$ cat config.mk
export PLATFORM = sky130hd
export DESIGN_NAME = sha3_absorb_ctrl
export DESIGN_NICKNAME = d
export VERILOG_FILES = /design/src/rtl/sha3_pkg.sv /design/src/rtl/sha3_pad_word.sv /design/src/rtl/sha3_absorb_ctrl.sv
export SDC_FILE = /design/constraint.sdc
export NUM_CORES = 1
export LEC_CHECK = 0
export CAP_MARGIN = 10
export CORE_MARGIN = 1
export CORE_UTILIZATION = 59
export DETAILED_ROUTE_END_ITERATION = 10
export PLACE_DENSITY = 0.9
export SLEW_MARGIN = 5
export SYNTH_ARGS = -nofsm -noshare
export SYNTH_HDL_FRONTEND = slang
export SYNTH_HIERARCHICAL = 1
export SYNTH_SLANG_ARGS = --single-unit
$ cat constraint.sdc
create_clock -name clk -period 4.69 [get_ports clk]
set_input_delay 1.407 -clock clk [delete_from_list [all_inputs] [get_ports clk]]
set_output_delay 1.407 -clock clk [all_outputs]
set_load 0.05 [all_outputs]
$ cat src/rtl/sha3_pkg.sv
// Shared constants and state encoding for the SHA3-512 absorb sequencer.
package sha3_pkg;

    localparam int WORD_W     = 16;
    localparam int RATE_WORDS = 36;
    localparam int LEN_W      = 16;
    localparam int RATE_BITS  = 576;

    localparam logic [15:0] PAD_FIRST = 16'h0600;
    localparam logic [15:0] PAD_LAST  = 16'h0080;

    typedef enum logic [2:0] {
        IDLE,
        FILL,
        PAD,
        EMIT,
        DONE
    } state_t;

endpackage

$ cat src/rtl/sha3_pad_word.sv
// Combinational pad10*1 mask generator: which words survive and what gets OR-ed in,
// given the index of the first word after the message data.
module sha3_pad_word #(
    parameter int WORD_W     = sha3_pkg::WORD_W,
    parameter int RATE_WORDS = sha3_pkg::RATE_WORDS,
    parameter int IDX_W      = 6
) (
    input  logic [IDX_W-1:0]             word_idx,
    output logic [WORD_W*RATE_WORDS-1:0] keep_mask,
    output logic [WORD_W*RATE_WORDS-1:0] pad_bits
);
    import sha3_pkg::*;

    localparam int BLK_W = WORD_W * RATE_WORDS;

    genvar gi;
    generate
        for (gi = 0; gi < RATE_WORDS; gi++) begin : g_word
            logic             keep;
            logic [WORD_W-1:0] first_bits;
            logic [WORD_W-1:0] last_bits;

            // Words below word_idx carry message data; everything from word_idx up is rebuilt.
            assign keep       = (IDX_W'(gi) < word_idx);
            assign first_bits = (IDX_W'(gi) == word_idx) ? WORD_W'(PAD_FIRST) : '0;
            assign last_bits  = (gi == RATE_WORDS - 1) ? WORD_W'(PAD_LAST) : '0;

            assign keep_mask[BLK_W-1-gi*WORD_W -: WORD_W] = {WORD_W{keep}};
            assign pad_bits[BLK_W-1-gi*WORD_W -: WORD_W]  = first_bits | last_bits;
        end
    endgenerate

endmodule

$ cat src/rtl/sha3_absorb_ctrl.sv
// Absorb sequencer: drains FIFO words into 576-bit rate blocks, applies pad10*1
// and offers each block to the Keccak core over valid/ready.
module sha3_absorb_ctrl #(
    parameter int WORD_W     = sha3_pkg::WORD_W,
    parameter int RATE_WORDS = sha3_pkg::RATE_WORDS,
    parameter int LEN_W      = sha3_pkg::LEN_W
) (
    input  logic                         clk,
    input  logic                         rst,
    input  logic                         start,
    input  logic [LEN_W-1:0]             msg_len,
    input  logic                         fifo_empty,
    input  logic [WORD_W-1:0]            fifo_data,
    output logic                         fifo_rd,
    output logic [WORD_W*RATE_WORDS-1:0] blk_data,
    output logic                         blk_valid,
    input  logic                         blk_ready,
    output logic                         blk_last,
    output logic                         busy,
    output logic                         done
);
    import sha3_pkg::*;

    localparam int               BLK_W    = WORD_W * RATE_WORDS;
    localparam int               IDX_W    = 6;
    localparam logic [IDX_W-1:0] RATE_CNT = IDX_W'(RATE_WORDS);

    state_t             state_reg, state_next;
    logic [LEN_W-1:0]   remaining_reg, remaining_next;
    logic [IDX_W-1:0]   word_idx_reg, word_idx_next;
    logic [IDX_W-1:0]   issued_reg, issued_next;
    logic               rd_q_reg, rd_q_next;
    logic [BLK_W-1:0]   blk_data_reg, blk_data_next;
    logic               blk_last_reg, blk_last_next;

    logic               want_rd;
    logic [BLK_W-1:0]   keep_mask;
    logic [BLK_W-1:0]   pad_bits;

    sha3_pad_word #(
        .WORD_W     (WORD_W),
        .RATE_WORDS (RATE_WORDS),
        .IDX_W      (IDX_W)
    ) u_pad (
        .word_idx  (word_idx_reg),
        .keep_mask (keep_mask),
        .pad_bits  (pad_bits)
    );

    // remaining only shrinks when a block's fill completes, so issued_reg is
    // compared against the words still owed to the message, capped at one block.
    assign want_rd = (LEN_W'(issued_reg) < remaining_reg) && (issued_reg < RATE_CNT);

    always_comb begin
        state_next     = state_reg;
        remaining_next = remaining_reg;
        word_idx_next  = word_idx_reg;
        issued_next    = issued_reg;
        rd_q_next      = 1'b0;
        blk_data_next  = blk_data_reg;
        blk_last_next  = blk_last_reg;
        fifo_rd        = 1'b0;
        blk_valid      = 1'b0;
        busy           = 1'b0;
        done           = 1'b0;

        case (state_reg)
            IDLE: begin
                if (start) begin
                    remaining_next = msg_len;
                    word_idx_next  = '0;
                    issued_next    = '0;
                    blk_data_next  = '0;
                    blk_last_next  = 1'b0;
                    state_next     = FILL;
                end
            end

            FILL: begin
                busy      = 1'b1;
                fifo_rd   = want_rd && !fifo_empty;
                rd_q_next = fifo_rd;
                if (fifo_rd) begin
                    issued_next = issued_reg + 1'b1;
                end
                // FIFO data lands one cycle after the strobe.
                if (rd_q_reg) begin
                    for (int i = 0; i < RATE_WORDS; i++) begin
                        if (word_idx_reg == IDX_W'(i)) begin
                            blk_data_next[BLK_W-1-i*WORD_W -: WORD_W] = fifo_data;
                        end
                    end
                    word_idx_next = word_idx_reg + 1'b1;
                end
                if (!want_rd && !rd_q_reg) begin
                    remaining_next = remaining_reg - LEN_W'(word_idx_reg);
                    state_next     = (word_idx_reg == RATE_CNT) ? EMIT : PAD;
                end
            end

            PAD: begin
                busy          = 1'b1;
                blk_data_next = (blk_data_reg & keep_mask) | pad_bits;
                blk_last_next = 1'b1;
                state_next    = EMIT;
            end

            EMIT: begin
                busy      = 1'b1;
                blk_valid = 1'b1;
                if (blk_ready) begin
                    if (blk_last_reg) begin
                        state_next = DONE;
                    end else begin
                        // A full block with nothing left still owes a pad-only block.
                        word_idx_next = '0;
                        issued_next   = '0;
                        blk_data_next = '0;
                        state_next    = (remaining_reg == '0) ? PAD : FILL;
                    end
                end
            end

            DONE: begin
                done       = 1'b1;
                state_next = IDLE;
            end

            default: begin
                state_next = IDLE;
            end
        endcase
    end

    always_ff @(posedge clk) begin
        if (rst) begin
            state_reg     <= IDLE;
            remaining_reg <= '0;
            word_idx_reg  <= '0;
            issued_reg    <= '0;
            rd_q_reg      <= 1'b0;
            blk_data_reg  <= '0;
            blk_last_reg  <= 1'b0;
        end else begin
            state_reg     <= state_next;
            remaining_reg <= remaining_next;
            word_idx_reg  <= word_idx_next;
            issued_reg    <= issued_next;
            rd_q_reg      <= rd_q_next;
            blk_data_reg  <= blk_data_next;
            blk_last_reg  <= blk_last_next;
        end
    end

    assign blk_data = blk_data_reg;
    assign blk_last = blk_last_reg;

endmodule
==> reports/metrics.cfg <==
[outcome]
status=finished, final reports clean

[worst_setup_path]
path_depth=7
rr_worst_depth=6
cp_top_family=compound AO/OA/AOI/OAI gates
r2r-start=word_idx_reg[4]$_SDFFE_PP0P_
cp.required_ps=3280
start_kind=flip-flop
path_class=flip-flop to output port
max_stage_delay_ps=380
cp_slowest_cell=a2111oi_4
path_buf_inv=2
worst_setup_path_end_kind=output port
path_cells=inv_1, ha_1, a2111oi_4, o21ai_2, a311oi_4, and2_1, buf_12
reg2reg_slack_ps=1020
cp_max_fo=6
cp_data_arrival_time_ps=2750
reg2reg_to=blk_data[572]$_SDFFE_PP0P_

[cells_and_area]
largest_register_ffs=576
final_cells=5684
postLayoutCoreUtil=0.640
layout_commonest_cell=nor2_1
nets=4838
syn2layout_area_growth_pct=6.42
layout_common_cells=nor2_1, a21oi_1, clkdlybuf4s50_1, dfxtp_1, o21ai_0
drive_gt1_frac=0.0486

[placement]
hpwl_um=78300
port_buffers=617
dpl.cell_count=5560
place.gp.congestion=0.883

[worst_hold_path]
hold_path_startpoint=issued_reg[5]$_SDFFE_PP0P_
holdPathEnd=issued_reg[5]$_SDFFE_PP0P_
min_path_cells=2
hold_class=flip-flop to flip-flop

[die]
core-area_um2=63500
die_y_um=256
dieArea_um2=65700
ios=618
die_w_um=256
start_util=0.601
rows=92

[clock_network]
cts.clk_slew.worst_paths_ps=60
cts_root_buf=clkbuf_16
htree_levels=3
ctsResizeCount=0
cts_setup_buffers=0
cts_buffers=68
cts_tree=done
clock_path_buffers=3
hold_buffers=0
insertion_delay_ps=650
clock_sinks=609

[yosys]
netlist_instances=4929
ys_warn_count=6
ys_async_sr_fraction=0
synth_area_um2=38200
synth.mux.area_fraction=0.110
synth_ff_type=dfxtp_1
synth-seq-area-share=0.319
synthXorXnorAreaFrac=0.00115
ys_seq_elements=609
synth_edf_count=0
yosys.area_share.simple=0.130
yosysUniqueCellTypes=79
synth_compound_area_frac=0.180
avgSynthCellArea_um2=7.75
synthAdderAreaFrac=0.00577
synth_top_family_by_area=buffers and inverters

[timing]
report.final.slew_viol_count=0
fin_hold_ws_ps=493
fin_skew_ps=36.2
slew_headroom=0.266
hold_viol=0
max_freq_ghz=0.240
fin_crit_sh=0.887
grt_setup_unrepaired=false
setup_viol=0
min_period_ps=4160
worst_pin_slew_ps=1100
fin_setup_tns_ps=0

[power_and_ir_drop]
peakVddDrop_uv=383
leakagePower_nw=16.4
total_power_mw=18.5
power_density_nw_per_um2=455

[grt]
gr-total-overflow=0
busiest_layer=met2
grt_max_degree=142
track_usage=0.355
grt_pass1_vias=31000
grt_pass1_wl_um=183000
met1_usage=0.414
global_route.usage.met3=0.0878
antenna_found_initial=6
use_met2=0.582

[run]
maxCapViolCount=0

[route]
wl_per_cell_um=21.6
dr.first_iter.drc_count=3817
drtPass1Iterations=6
vias_per_cell=5.77
routed_wl_um=123000
vias=32800
antenna_left=0
drcViolationCount=0

## worst min-delay path, delay by kind of cell (launching register included)
kind	cells	cell delay (ps)
AO/OA/AOI/OAI	1	50
buffers and inverters	1	60
flip-flops	1	330
## cells by family (layout without fill, tap and decap cells)
logic type,Yosys count,count (layout)
DFF,609,609
muxes,419,419
other,2,507
AOI/OAI and AO/OA,1312,1312
and+or+nand+nor,1150,1150
xor gates and xnor gates,5,5
buffers and inverters,1415,819
adders and majority gates,17,17
## cell usage after synthesis (11+ instances only)
master    number  area (µm²)
inv_1         23        86.3
buf_4       1141        8570
nand2b_1      13        81.3
a21oi_1      620        3100
buf_2         40         200
nand2_1       67         251
dfxtp_1      609       12200
o21ai_0      607        3040
and2_1        12        75.1
mux2i_1      418        4180
nand3_1       11        55.1
ha_1          16         200
nor3_1       178         891
clkbuf_1     197         739
nor2_1       800        3000
nor2_4        21         236
## through the flow
stage	cell area, µm²	setup slack, ps
final	40600	531
after global routing	40600	405
after CTS	40600	520
after detailed placement	38400	626
after global placement	38400	644
after floorplan	40100	1260
## worst max-delay path by stage
stage	start	end
4_1_cts	remaining_reg[3]$_SDFFE_PP0P_	fifo_rd
6_report	remaining_reg[3]$_SDFFE_PP0P_	fifo_rd
5_1_grt	remaining_reg[3]$_SDFFE_PP0P_	fifo_rd
3_3_place_gp	fifo_empty	fifo_rd
2_1_floorplan	fifo_empty	fifo_rd
3_5_place_dp	fifo_empty	fifo_rd
## per-layer routing
| metal | vias up | wire length, µm |
|---|---|---|
| met4 | 0 | 8160 |
| li1 | 14800 | - |
| met2 | 1940 | 56600 |
| met3 | 496 | 12300 |
| met5 | - | 0 |
| met1 | 15500 | 45600 |
## report_power, final
part	internal (mW)	total, mW	switching, mW
combinational	2.15	6.80	4.65
clock	3.10	5.48	2.38
sequential	5.74	6.22	0.484
## layout make-up
class	instances	area, µm²
Fill cell	5029	22900
Sequential cell	609	12200
Clock inverter	29	389
Timing Repair Buffer	675	6760
Tap cell	846	1060
Multi-Input combinational cell	3407	18300
Clock buffer	92	1880
Inverter	23	86.3
Antenna cell	3	7.51
Power figures use the tool's default switching activity.
